`src/rtl/mmio_console_pkg.sv`:
```
// Shared constants and FSM encoding for the MMIO console/exit device.
package mmio_console_pkg;

  localparam int          DEF_DEPTH     = 16;
  localparam logic [31:0] DEF_PUTC_ADDR = 32'h9000_001c;
  localparam logic [31:0] DEF_EXIT_ADDR = 32'h9000_002c;

  typedef enum logic [1:0] {
    ST_RUN   = 2'd0,
    ST_DRAIN = 2'd1,
    ST_DONE  = 2'd2
  } state_t;

endpackage

```
`src/rtl/mmio_console_sync_fifo.sv`:
```
// First-word-fall-through synchronous FIFO with full/empty/count status.
module mmio_console_sync_fifo #(
  parameter int WIDTH = 8,
  parameter int DEPTH = 16,
  localparam int AW = $clog2(DEPTH)
) (
  input  logic             clk,
  input  logic             resetb,
  input  logic             push,
  input  logic [WIDTH-1:0] push_data,
  input  logic             pop,
  output logic [WIDTH-1:0] rd_data,
  output logic             full,
  output logic             empty,
  output logic [AW:0]      count
);

  logic [WIDTH-1:0] mem [DEPTH];
  logic [AW:0]      wr_ptr;
  logic [AW:0]      rd_ptr;
  logic             do_push;
  logic             do_pop;

  // Extra pointer MSB separates full from empty; subtraction wraps naturally.
  assign count   = wr_ptr - rd_ptr;
  assign empty   = (wr_ptr == rd_ptr);
  assign full    = (count == (AW+1)'(DEPTH));
  assign do_pop  = pop && !empty;
  assign do_push = push && (!full || do_pop);

  always_ff @(posedge clk or negedge resetb) begin
    if (!resetb) begin
      wr_ptr <= '0;
      rd_ptr <= '0;
    end else begin
      if (do_push) wr_ptr <= wr_ptr + 1'b1;
      if (do_pop)  rd_ptr <= rd_ptr + 1'b1;
    end
  end

  // When full with a pop, the write lands in the slot being vacated this cycle.
  always_ff @(posedge clk) begin
    if (do_push) mem[wr_ptr[AW-1:0]] <= push_data;
  end

  assign rd_data = empty ? '0 : mem[rd_ptr[AW-1:0]];

endmodule

```
`src/rtl/mmio_console.sv`:
```
// Console/exit MMIO device in front of dmem: buffers PUTC bytes into a byte
// stream and reports exit once every buffered byte has been delivered.
module mmio_console
  import mmio_console_pkg::*;
#(
  parameter int          DEPTH     = DEF_DEPTH,
  parameter logic [31:0] PUTC_ADDR = DEF_PUTC_ADDR,
  parameter logic [31:0] EXIT_ADDR = DEF_EXIT_ADDR
) (
  input  logic        clk,
  input  logic        resetb,
  input  logic        dmem_wready,
  input  logic [31:0] dmem_waddr,
  input  logic [31:0] dmem_wdata,
  input  logic [3:0]  dmem_wstrb,
  output logic        ram_wready,
  output logic        stall_req,
  output logic        tx_valid,
  output logic [7:0]  tx_data,
  input  logic        tx_ready,
  output logic        exit_valid,
  output logic [31:0] exit_code,
  output logic [15:0] overflow_cnt,
  output logic [1:0]  fsm_state
);

  localparam int          AW        = $clog2(DEPTH);
  localparam logic [AW:0] STALL_LVL = (AW+1)'(DEPTH - 2);

  state_t      state_q;
  state_t      state_next;
  logic        is_putc;
  logic        is_exit;
  logic        putc_req;
  logic        push_ok;
  logic        pop;
  logic        drop;
  logic        full;
  logic        empty;
  logic [AW:0] count;
  logic [AW:0] count_next;
  logic [7:0]  head;
  logic        stall_q;
  logic [31:0] exit_code_q;
  logic [15:0] ovf_q;
  logic        unused_strb;

  assign unused_strb = &{1'b0, dmem_wstrb[3:1]};

  assign is_putc  = dmem_wready && (dmem_waddr == PUTC_ADDR);
  assign is_exit  = dmem_wready && (dmem_waddr == EXIT_ADDR);
  assign putc_req = is_putc && dmem_wstrb[0] && (state_q == ST_RUN);

  // tx stream: valid/ready; a byte transfers on a cycle where both are high,
  // and tx_data holds while valid is high and ready is low.
  assign pop     = !empty && tx_ready;
  assign push_ok = putc_req && (!full || pop);
  assign drop    = putc_req && !push_ok;

  assign count_next = count + (AW+1)'(push_ok) - (AW+1)'(pop);

  mmio_console_sync_fifo #(
    .WIDTH (8),
    .DEPTH (DEPTH)
  ) u_fifo (
    .clk       (clk),
    .resetb    (resetb),
    .push      (push_ok),
    .push_data (dmem_wdata[7:0]),
    .pop       (pop),
    .rd_data   (head),
    .full      (full),
    .empty     (empty),
    .count     (count)
  );

  always_comb begin
    state_next = state_q;
    ram_wready = 1'b0;
    unique case (state_q)
      ST_RUN: begin
        ram_wready = dmem_wready && !is_putc && !is_exit;
        if (is_exit) state_next = ST_DRAIN;
      end
      ST_DRAIN: begin
        if (empty && !pop) state_next = ST_DONE;
      end
      ST_DONE: begin
        state_next = ST_DONE;
      end
      default: begin
        state_next = ST_RUN;
      end
    endcase
  end

  always_ff @(posedge clk or negedge resetb) begin
    if (!resetb) begin
      state_q     <= ST_RUN;
      stall_q     <= 1'b0;
      exit_code_q <= '0;
      ovf_q       <= '0;
    end else begin
      state_q <= state_next;
      // The core is held for good once an exit has been written.
      stall_q <= (state_next != ST_RUN) || (count_next >= STALL_LVL);
      if ((state_q == ST_RUN) && is_exit) exit_code_q <= dmem_wdata;
      if (drop && (ovf_q != 16'hffff)) ovf_q <= ovf_q + 16'd1;
    end
  end

  assign stall_req    = stall_q;
  assign tx_valid     = !empty;
  assign tx_data      = head;
  assign exit_valid   = (state_q == ST_DONE);
  assign exit_code    = exit_code_q;
  assign overflow_cnt = ovf_q;
  assign fsm_state    = state_q;

endmodule

```
`config.mk`:
```
export PLATFORM = sky130hd
export DESIGN_NAME = mmio_console
export DESIGN_NICKNAME = d
export VERILOG_FILES = /design/src/rtl/mmio_console_pkg.sv /design/src/rtl/mmio_console_sync_fifo.sv /design/src/rtl/mmio_console.sv
export SDC_FILE = /design/constraint.sdc
export NUM_CORES = 1
export LEC_CHECK = 0
export BUFFER_PORTS_ARGS = -buffer_cell sky130_fd_sc_hd__buf_2
export CAP_MARGIN = 20
export CORE_MARGIN = 10
export CORE_UTILIZATION = 61
export DETAILED_ROUTE_END_ITERATION = 6
export PLACE_DENSITY = 0.85
export SETUP_SLACK_MARGIN = 0.2
export SLEW_MARGIN = 0
export SYNTH_ARGS = -nofsm -noshare
export SYNTH_HDL_FRONTEND = slang
export SYNTH_HIERARCHICAL = 1
export SYNTH_SLANG_ARGS = --single-unit
```
`constraint.sdc`:
```
create_clock -name clk -period 10.5 [get_ports clk]
set_input_delay 2.1 -clock clk [delete_from_list [all_inputs] [get_ports clk]]
set_output_delay 2.1 -clock clk [all_outputs]
set_load 0.02 [all_outputs]
```
======== Word level (Yosys, flattened, before mapping) ========
Memory sizes are Yosys's and may differ from the RTL's.
Index checks and enable logic that the tools add are counted.
storage, ports and cells
  register bits after elaboration ......... 61
  bits of input ports ..................... 72
  bits in writable memories ............... 128
  output and inout bits ................... 62
  memories kept ........................... 1
memories
  name        words  width  rd ports  clocked after Yosys merged registers in  wr ports  RTL line                      source
  u_fifo.mem  16     8      1         0                                        1         mmio_console_sync_fifo.sv:18  logic [WIDTH-1:0] mem [DEPTH];
cells by class
  mux-type cells .......................... 7
  eq/ne operators ......................... 7
  magnitude comparators ................... 1
  $add $sub $neg .......................... 6
  reductions and logical operators ........ 25
operators by type and width
  cell                     count
  $eq A32 B32 Y1 const B   2
  $add A16 B1 Y16 const B  1
  $ne A16 B16 Y1 const B   1
  $logic_and A1 B1 Y1      14
  $add A5 B1 Y5 const B    2
  $mux W8                  1
  $logic_not A1 Y1         6
  $pmux W2 S3              1
  $add A5 B1 Y5            1
  $eq A5 B5 Y1             1
  $eq A5 B5 Y1 const B     1
  $ge A5 B4 Y1 const B     1
  $sub A5 B1 Y5            1
  $sub A5 B5 Y5            1
  $mux W2                  2
  $logic_or A1 B1 Y1       3
  $mux W1                  3
  $eq A2 B1 Y1 const B     1
  $eq A2 B2 Y1 const B     1
  $logic_not A2 Y1         1
  $reduce_bool A2 Y1       1

======== Depth between registers and ports, before layout ========
  word-level depth ........................ 9
  depth in mapped cells ................... 17
  mapped depth without buffers ............ 16

======== Cells and area by module ========
Netlist, hierarchy kept.
modules (own cells, without submodules)
  module                  instances  cells each  area each (µm²)
  mmio_console_sync_fifo  1          276         5642.9
  mmio_console            1          196         2627.5

======== Least setup slack after synthesis ========
OpenSTA, ideal clock, no wires.
  path type ............................... input -> register
  start ................................... in dmem_waddr[18]
  end ..................................... mem u_fifo.mem[3][0], enable pin
  slack ................................... 5.332 ns
  path buffers ............................ 0
  data arrival time ....................... 4.773 ns
  cell stages on the path ................. 5
  path through ............................ nor4_2 nand4_2 a2111oi_0 nand2_1 nor4_1
between the ends
  word-level cells in the longest chain between the ends .. 8
ends and longest elaborated chain
  what                              RTL line                      source
  start, declared                   mmio_console.sv:13            input logic [31:0] dmem_waddr,
  $eq A32 B32 Y1                    mmio_console.sv:50            assign is_putc = dmem_wready && (dmem_waddr == PUTC_ADDR);
  $logic_and A1 B1 Y1               mmio_console.sv:50
  $logic_and A1 B1 Y1 (2 in a row)  mmio_console.sv:52            assign putc_req = is_putc && dmem_wstrb[0] && (state_q == ST_RUN);
  $logic_and A1 B1 Y1               mmio_console.sv:57            assign push_ok = putc_req && (!full || pop);
  net push_ok                       mmio_console.sv:35            logic push_ok;
  $logic_and A1 B1 Y1               mmio_console_sync_fifo.sv:29  assign do_push = push && (!full || do_pop);
  $mux W1                           mmio_console_sync_fifo.sv:43  if (do_push) mem[wr_ptr[AW-1:0]] <= push_data;
  $mux W1 (not written as such)     mmio_console_sync_fifo.sv:43
  end, declared                     mmio_console_sync_fifo.sv:18
The timed path passes the listed nets, and every way through them passes these cells.

======== Final worst setup path ========
  start ................................... in dmem_waddr[26]
  end ..................................... out ram_wready
between the ends
  word-level cells in the longest chain between the ends .. 6
  elaborated cells on any way between the ends .. 9
  those cells by class .................... eq/ne: 2; mux: 1; reduce/logical: 6
ends and longest elaborated chain
  what                     RTL line            source
  $eq A32 B32 Y1           mmio_console.sv:50
  $logic_and A1 B1 Y1      mmio_console.sv:50
  $logic_not A1 Y1         mmio_console.sv:82  ram_wready = dmem_wready && !is_putc && !is_exit;
  $logic_and A1 B1 Y1      mmio_console.sv:82
  $logic_and A1 B1 Y1 (*)  mmio_console.sv:82
  $mux W1 (*)              mmio_console.sv:80  unique case (state_q)
  end, declared            mmio_console.sv:16  output logic ram_wready,
Mark *: on every way between the ends. The rest lies on a longest branch, timed or not.

==> results.md <==
- The share of the cycle needed by the critical path after routing is 50.23%.
- The number of hold buffers added after cts is 0.
- The sequential standard cell area is 0.005371 mm2.
- The data arrival time of the critical path is 3.17 ns.
- The initial antenna violation count is 0.
- Synthesis inferred 189 register bits.
- The number of design rule violations left after detail routing is 0.
- The routed layout has 4,728 vias.
- The cell that appears most often on the critical path is buf_2.
- The first-iteration detailed-routing DRC count is 351.
- The number of hold-slack violations in the final timing report is 0.
- Summing all placed instances gives a cell area of 0.009067 mm2.
- The number of placed instances, taps included, is 769.
- On the critical path, the stage with the largest delay is an instance of nor4b_2.
- The maximum achievable frequency is 0.1896 GHz.
- The last weighted congestion value of the routability-driven placer is 0.8482.
- The peak-usage layer in the global routing report is met2.
- The HPWL after detailed placement is 12.07 mm.
- The boundary pin count is 134.
- Clock skew on the completed layout was measured at 0.004298 ns.
- The per-cell via count in the routed design is 5.881.
- Total power for the finished layout comes to 2.052 mW.
- The min-delay analysis places its worst path in the category reg2reg.
- The cell area after synthesis is 0.008270 mm2.
- The number of antenna diodes is 0.
- Port buffering added 130 buffers.
- Buffers inserted during clock tree synthesis total 17.
- Row generation in the floorplan step produced 42 rows.
- The flow ran to the end, and the final reports show no timing, DRC or antenna violations.
- The worst setup path is of the in2out kind.
- The kind of cell with the highest combined delay along the critical path is simple AND/OR/NAND/NOR gates.
- The sort of element at the end of the critical path is an output port.
- Relative to the synthesized area, the layout overhead comes to 16.40%.
- In this run the tightest slew margin relative to its limit is 25.68%.
- STA classifies the critical path startpoint as a primary input.
- The final global-route overflow total is 0.
- Setup repair after global routing left no endpoint under its margin.
- The global router's overall resource usage is 20.02%.
- Along the worst hold path, the cell count comes to 1.
- The critical path crosses 6 cells after its start point.
- The clock root buffer is clkbuf_16.
- Among all flip-flop cells after synthesis, the most frequent one is edfxtp_1.
- The first-pass iteration count of the detailed router is 5.
- Measured along the x axis, the die boundary spans 136.4 um.
- The number of global-route vias before repair is 5,052.
- After synthesis, the netlist uses 49 different library cells.
- TritonCTS built the clock tree.
- Yosys attributes the largest share of cell area to edfxtp_1 (46%), dfrtp_1 (18%), mux4_2 (11%).
- Setup violations remaining at the end of the flow were counted as 0.
- The met3 capacity usage during global routing is 6.531%.
- The number of standard cells in the final layout excluding fillers is 804.
- Entering global routing, the biggest net connects 62 pins.
- For this block, the routed nets add up to 17.91 mm of wire.
- Global routing used 25.65% of the available met1 tracks.
- The wire length of the first global-routing pass is 28.14 mm.
- The slew of the pin with the lowest slew margin is 1.115 ns.
- The smallest hold slack is 0.4910 ns.
- Across the VDD grid, the largest voltage drop is 0.1191 mV.
- In this run, synthesis inferred 128 flip-flops with an integrated enable.
- For this design the static power due to leakage is 3.947 nW.
- The portion of the post-synthesis area used by sequential elements is 64.93%.
- The total negative slack is 0 ns.
- The number of cells on the worst reg-to-reg path is 16.
- The proportion of netlist area held by the largest area contributor is 46.48%.
- After detailed routing, the average wire length per cell comes to 22.27 um.
- The H-tree was split into 4 levels.
- The multi-input combinational cells in the finished layout cover a total of 0.002705 mm2.
- Of the cells placed in the final design, the portion with a size suffix greater than 1 is 42.04%.
- The die outline area is 0.01862 mm2.
- After clock tree synthesis, the repair step resized 0 gates.
- The data required time of the worst path is 8.40 ns.
- The floorplan step set the die height to 136.4 um.
- The number of fill cells in the layout is 810.
- After clock tree synthesis, the setup repair step added 0 buffers.
- The power density over the cells is 213.1 mW/mm2.
- For this configuration, the core starts out at a cell density of 62.45%.
- Along the worst path, the maximum fanout reaches 5.
- The count of nets left with antenna violations once routing finished came out at 0.
- After the last flow step, the layout net total stands at 704.
- The cell count after synthesis is 472.
- The largest total area in the synthesized netlist belongs to edfxtp_1.
- The clock insertion delay at the later pin of the skew report is 0.43 ns.
- The maximum clock insertion buffer count is 2.
- For met2 alone, demand over resource in global routing was 31.24%.
- Walking the worst path, the cells encountered are buf_2 > nor4b_2 > nand4_2 > nor2_4 > a21boi_0 > buf_2.
- The net count of the mapped netlist is 561.
- The number of max-cap violations is 0.
- The async set or reset register ratio after synthesis is 32.28%.
- For the finished layout, the period the worst path requires is 5.274 ns.
- A synthesized cell averages 17.52 um2.
- The number of buffers and inverters on the critical path is 2.
- The finished cells cover 0.009627 mm2.
- The stage delay of the slowest cell on the critical path is 0.30 ns.
- Clock tree synthesis found a total of 189 sinks.
- Yosys printed 6 warnings.
- The core outline area is 0.01324 mm2.
- The number of pins exceeding their max-slew limit in the final report is 0.
- After clock tree synthesis, the clock-pin slew on the worst setup and hold paths is 0.06 ns.
[through the flow]
step / util (%) / setup WS (ns)
floorplan: - / 5.332
global placement: 68.47 / 5.268
detailed placement: 68.47 / 5.213
CTS: 72.56 / 5.185
global route: 72.69 / 5.089
finish: 72.69 / 5.226
[cells in the final DEF, fill, tap and decap left out, types with 11 or more instances in the layout]
cell | netlist | layout
ha_1 | 15 | 15
edfxtp_1 | 128 | 128
inv_1 | 15 | 15
mux2_4 | 28 | 28
dfrtp_1 | 61 | 60
nand3_1 | 12 | 12
xnor2_1 | 19 | 19
clkbuf_16 | 0 | 17
nor2b_1 | 14 | 14
buf_2 | 2 | 132
nand2_1 | 11 | 11
mux4_2 | 40 | 40
nor2_1 | 16 | 16
[layout make-up]
class | count | area share (%)
multi-input combinational | 250 | 28.10
clock inverter | 12 | 0.8838
tap | 176 | 2.287
sequential | 189 | 55.80
inverter | 16 | 0.6239
timing repair buffer | 141 | 7.564
clock buffer | 20 | 4.744
[flip-flops by register name, summed over array words and instances (netlist names)]
name,cells
stall_req,1
fsm_state,2
u_fifo/mem,128
overflow_cnt,16
exit_code,32
u_fifo/wr_ptr,5
u_fifo/rd_ptr,5
[Yosys cell counts, drive strengths merged (2+ instances only)]
library cell / instances
and4: 2
ha: 15
nand3: 12
nand2: 11
nor3: 8
o211ai: 4
nor4b: 2
clkbuf: 4
a21boi: 2
mux4: 40
nand4: 12
and3: 8
a21o: 4
nand2b: 4
mux2: 37
and3b: 3
nor4: 5
fa: 2
and2: 2
xnor2: 19
nor2: 17
nor2b: 14
edfxtp: 128
inv: 16
o21ai: 5
xor2: 6
buf: 13
dfrtp: 61
a21oi: 6
[logic make-up (layout without fill, tap and decap cells)]
family                   after synthesis  in the layout  share of synthesized area, %
XOR/XNOR                              25             25                         2.648
AO/OA/AOI/OAI                         25             25                         2.118
AND/OR/NAND/NOR                      106            106                         7.958
multiplexers                          77             77                         17.20
flip-flops                           189            189                         64.93
buffers and inverters                 33            189                         2.390
adder cells (fa/ha/maj)               17             17                         2.753
[report_power, final]
part	leakage [nW]	internal, mW	total, mW	switching (mW)
Sequential	1.99	0.809	0.844	0.0350
Clock	0.261	0.317	0.589	0.272
Combinational	1.70	0.302	0.618	0.316
Total	3.95	1.43	2.05	0.624
[worst register-to-register path: stages, from the launching register on]
cell and delay (ns):
dfrtp_1 0.33, buf_4 0.42, inv_1 0.19, ha_1 0.34, nand4_1 0.12, nor2_1 0.75, nand2b_1 0.27, inv_1 0.09
ha_1 0.28, inv_1 0.04, ha_1 0.20, fa_1 0.43, nor2b_1 0.17, or2_2 0.29, a211o_1 0.29, nand3_1 0.08
nand4b_1 0.10
[path summary, 6_finish.rpt]
| check | from | to | slack, ns |
|---|---|---|---|
| setup / recovery | dmem_waddr[26] | ram_wready | 5.23 |
| hold / removal | overflow_cnt[7] | overflow_cnt[7] | 0.49 |
| setup reg to reg | u_fifo/rd_ptr[1] | stall_req | 5.98 |
| hold reg to reg | overflow_cnt[7] | overflow_cnt[7] | 0.49 |
| max in group asynchronous | resetb | u_fifo/rd_ptr[0] | 8.13 |
| min in group asynchronous | resetb | overflow_cnt[6] | 1.82 |
[metal layers]
metal	part of all wire [%]	wire length (um)
met1	40	7228
met2	50	8925
met3	7.6	1369
met4	2.2	386
met5	0	0
No activity file was read; power rests on OpenSTA's default activity.
